$ cat src/rtl/divider.sv
// Multi-cycle unsigned restoring divider: K quotient bits per cycle, MSB first.
// result = {remainder, quotient}; a zero divisor yields an all-zero result.
module divider #(
    parameter int divider_implementation = 5,
    parameter int size                   = 32
) (
    input  logic              clk,
    input  logic              rst,
    input  logic [size-1:0]   dividend_i,
    input  logic [size-1:0]   divisor_i,
    input  logic              div_enable_i,
    output logic              division_finished_out,
    output logic [2*size-1:0] result
);
    localparam int K     = divider_implementation;
    localparam int N     = (size + K - 1) / K;
    localparam int NK    = N * K;
    localparam int CNT_W = (N > 1) ? $clog2(N + 1) : 1;

    typedef enum logic [1:0] {IDLE, BUSY, DONE} state_t;

    state_t           state_q, state_d;
    logic [NK-1:0]    dvd_q, dvd_d;
    logic [size-1:0]  quo_q, quo_d;
    logic [size-1:0]  rem_q, rem_d;
    logic [size-1:0]  dvs_q;
    logic [CNT_W-1:0] cnt_q;
    logic [size:0]    trial;
    logic             last_iter;

    assign last_iter = (cnt_q == CNT_W'(1));

    always_ff @(posedge clk) begin
        if (rst) state_q <= IDLE;
        else     state_q <= state_d;
    end

    always_comb begin
        state_d = state_q;
        case (state_q)
            IDLE:    if (div_enable_i) state_d = BUSY;
            BUSY:    if (last_iter) state_d = DONE;
            DONE:    state_d = IDLE;
            default: state_d = IDLE;
        endcase
    end

    // The dividend is zero-extended at the top to N*K bits, so the leading
    // padding steps only shift zeros and leave remainder/quotient untouched.
    always_comb begin
        dvd_d = dvd_q;
        quo_d = quo_q;
        rem_d = rem_q;
        trial = '0;
        for (int s = 0; s < K; s++) begin
            trial = {rem_d, dvd_d[NK-1]};
            dvd_d = dvd_d << 1;
            if (trial >= {1'b0, dvs_q}) begin
                trial = trial - {1'b0, dvs_q};
                quo_d = (quo_d << 1) | size'(1);
            end else begin
                quo_d = quo_d << 1;
            end
            rem_d = trial[size-1:0];
        end
    end

    always_ff @(posedge clk) begin
        if (rst) begin
            dvd_q                 <= '0;
            quo_q                 <= '0;
            rem_q                 <= '0;
            dvs_q                 <= '0;
            cnt_q                 <= '0;
            division_finished_out <= 1'b0;
            result                <= '0;
        end else begin
            division_finished_out <= 1'b0;
            case (state_q)
                IDLE: if (div_enable_i) begin
                    dvd_q <= NK'(dividend_i);
                    dvs_q <= divisor_i;
                    rem_q <= '0;
                    quo_q <= '0;
                    cnt_q <= CNT_W'(N);
                end
                BUSY: begin
                    dvd_q <= dvd_d;
                    quo_q <= quo_d;
                    rem_q <= rem_d;
                    cnt_q <= cnt_q - CNT_W'(1);
                    if (last_iter) begin
                        division_finished_out <= 1'b1;
                        result <= (dvs_q == '0) ? '0 : {rem_d, quo_d};
                    end
                end
                default: ;
            endcase
        end
    end
endmodule

$ cat config.mk
export PLATFORM = sky130hd
export DESIGN_NAME = divider
export DESIGN_NICKNAME = d
export VERILOG_FILES = /design/src/rtl/divider.sv
export SDC_FILE = /design/constraint.sdc
export NUM_CORES = 1
export LEC_CHECK = 0
export CORE_MARGIN = 2
export CORE_UTILIZATION = 61
export DETAILED_ROUTE_END_ITERATION = 16
export PLACE_DENSITY = 0.83
export SYNTH_ARGS = -nofsm -noshare
export SYNTH_HDL_FRONTEND = slang
export SYNTH_SLANG_ARGS = --single-unit
$ cat constraint.sdc
create_clock -name clk -period 20.4 [get_ports clk]
set_clock_uncertainty 0.2 [all_clocks]
set_input_delay 6.12 -clock clk [delete_from_list [all_inputs] [get_ports clk]]
set_output_delay 6.12 -clock clk [all_outputs]
set_load 0.05 [all_outputs]
==> impl_metrics.env <==
export IMPL_grt_pass1_vias=16700
export IMPL_clock_latency_ns=0.44
export IMPL_clockRootBuffer="clkbuf_16"
export IMPL_cts_tree="done"
export IMPL_slew_headroom=0.0932
export IMPL_hold_path_class="reg2reg"
export IMPL_stdcell_area_um2=19300
export IMPL_cts_buffers=17
export IMPL_synth_async_reset_ratio=0
export IMPL_cp_slowest_stage_delay_ns=0.95
export IMPL_wl_per_cell_um=22.7
export IMPL_ys_ff_latch=196
export IMPL_drv_cap=0
export IMPL_fin_ws_ns=1.85
export IMPL_hold_viol_final=0
export IMPL_worst_pin_slew_ns=1.35
export IMPL_rsz0062_at_grt="no"
export IMPL_clk_path_buf_depth=2
export IMPL_cts_htree_levels=4
export IMPL_setup_viol=0
export IMPL_wirelength_um=60700
export IMPL_post_cts_buffers=0
export IMPL_io_pins=132
export IMPL_slew_violations=0
export IMPL_grt_pass1_wl_um=91300
export IMPL_wl_met1_um=23900
export IMPL_timing_fmax_mhz=53.9
export IMPL_wl_met3_um=6680
export IMPL_drc=0
export IMPL_cp_max_fo=48
export IMPL_place_ws_ns=2.71
export IMPL_gp_congestion=1.08
export IMPL_antenna_found_initial=0
export IMPL_cp_end_kind="register"
export IMPL_die_x_um=172
export IMPL_cts_resized_gates=0
export IMPL_cts_hold_buf=0
export IMPL_crit_required_ns=20.53
export IMPL_maxUsedRoutingLayer="met4"
export IMPL_post_synth_cell_area_avg_um2=7.77
export IMPL_min_period_ns=18.55
export IMPL_via_per_inst=6.62
export IMPL_synth_top_cell_by_area="dfxtp_1"
export IMPL_nNetsFinal=2519
export IMPL_initial_utilization=0.620
export IMPL_std_cell_rows=61
export IMPL_dr_pass1_iters=6
export IMPL_syn_num_nets=2452
export IMPL_antenna_cells=0
export IMPL_crit_arrival_ns=18.67
export IMPL_netlist_instances=2218
export IMPL_synth_main_ff_cell="dfxtp_1"
export IMPL_fp_dieArea_um2=29600
export IMPL_crit_type="reg2reg"
export IMPL_synth_cell_types=79
export IMPL_met2_wirelength_um=26900
export IMPL_die_h_um=172
export IMPL_grt_overflow_total=0
export IMPL_cts_reportedPaths_clkPinSlew_ns=0.07
export IMPL_setup_tns_ns=0
export IMPL_track_usage=0.401
export IMPL_drive_gt1_frac=0.0596
export IMPL_yosysWarnings=0
export IMPL_core_area_um2=27800
export IMPL_place_area_um2=18700
export IMPL_outcome="complete, no violations"
export IMPL_syn_to_final_growth_pct=11.9
export IMPL_dr_total_vias=17700
export IMPL_dp_hpwl_um=47300
export IMPL_cp_start_kind="register"
export IMPL_ant_nets=0
export IMPL_drt_iter0_markers=1889
export IMPL_cts_sinks=196
export IMPL_critPathSlowestCell="a31o_2"
export IMPL_synth_top_area_frac=0.228
export IMPL_cp_common_cell="a21oi_1"
export IMPL_min_period_over_period=0.909
export IMPL_ys_seq_area_frac=0.228
export IMPL_synth_area_leaders="dfxtp_1 (23%), ha_1 (12%), a21oi_1 (5.7%)"
export IMPL_synth_area_um2=17200
export IMPL_synth_edf_count=0
export IMPL_grt_max_degree=78
export IMPL_port_buffers=131
-- state kept, by name, indices dropped and copies added (netlist names) --
signal	flops
dvs_q	32
state_q	2
division_finished_out	1
cnt_q	3
result	64
dvd_q	35
quo_q	27
rem_q	32
-- path summary, 6_finish.rpt --
kind	start	endpoint	slack (ns)	depth (start not counted)
max	dvs_q[11]$_SDFFE_PP0P_	result[44]$_SDFFE_PP0P_	1.85	58
min	result[59]$_SDFFE_PP0P_	result[59]$_SDFFE_PP0P_	0.26	2
max reg2reg	dvs_q[11]$_SDFFE_PP0P_	result[44]$_SDFFE_PP0P_	1.85	58
min reg2reg	result[59]$_SDFFE_PP0P_	result[59]$_SDFFE_PP0P_	0.26	2
-- cell usage after synthesis, drive strengths merged, types with 12 or more instances --
| cell | count |
|---|---|
| a21oi | 196 |
| a22o | 27 |
| dfxtp | 196 |
| o21bai | 12 |
| buf | 28 |
| a311oi | 31 |
| a22oi | 67 |
| nand3 | 45 |
| a211oi | 13 |
| o21ai | 136 |
| nor4 | 15 |
| mux2 | 61 |
| nor2 | 238 |
| inv | 89 |
| xor2 | 37 |
| xnor2 | 98 |
| and2 | 13 |
| nor3 | 21 |
| ha | 162 |
| a31oi | 18 |
| a21o | 67 |
| nor2b | 19 |
| nand2 | 243 |
| nand2b | 25 |
| o211ai | 13 |
| o21a | 28 |
| and3 | 22 |
| clkbuf | 69 |
| nand4 | 21 |
| mux2i | 86 |
-- worst max-delay path, delay by kind of cell (launching register included) --
kind / cells / cell delay [ns]
compound gates: 39 / 12.06
fa+ha+maj: 5 / 1.80
simple gates: 8 / 1.63
buf+inv: 4 / 1.46
mux: 2 / 0.80
flops: 1 / 0.38
-- routing by layer --
metal,vias to the layer above,track usage
li1,8219,-
met1,8307,0.509
met2,980,0.644
met3,205,0.0842
met4,0,0.205
met5,-,0
-- layout by cell type, fill, tap and decap left out, types with 9 or more instances in the layout --
master           count
xnor2_1             98
mux2_2              51
a21o_1              67
a22oi_1             67
clkdlybuf4s50_1    130
inv_1               89
nand3_1             45
nor3_1              20
o21ai_1             40
nand2b_1            25
nor4_1              14
a22o_1              27
nand2_1            242
a211oi_1            10
a221oi_1             9
ha_1               162
dfxtp_1            196
o21a_1              27
and3_1              22
o21bai_1            12
o21ai_0             94
xor2_1              37
clkbuf_16           17
a31oi_1             18
a21oi_1            196
or2_2               10
mux2i_1             86
a311oi_1            31
nor2_1             234
and2_1              13
o211ai_1            12
nor2b_1             17
buf_4               15
nand4_1             21
-- layout make-up --
type	count	area, um2
well taps	378	473
repair buffers	145	1410
fillers	2295	8500
inverters	89	334
multi-input cells	1836	12600
clock inverters	13	113
clock buffers	19	433
flip-flops and latches	196	3920
-- stage by stage --
step	utilization	hold WS, ns	instances
floorplan	-	0.229	2218
global placement	0.674	0.241	2644
detailed placement	0.674	0.248	2644
CTS	0.694	0.263	2676
global route	0.694	0.276	2676
finish	0.694	0.259	2676
-- cell families (layout without fill, tap and decap cells) --
logic type                 after synthesis  in the layout  share of synthesized area
adders and majority gates              167            167                      0.123
xor gates and xnor gates               135            135                     0.0686
and+or+nand+nor                        697            697                      0.182
buffers and inverters                  186            266                     0.0438
DFF                                    196            196                      0.228
AOI/OAI and AO/OA                      690            690                      0.264
muxes                                  147            147                     0.0907
Power is not shown: default switching activity piles up to over one toggle a cycle in this logic, so the estimate is an artifact.
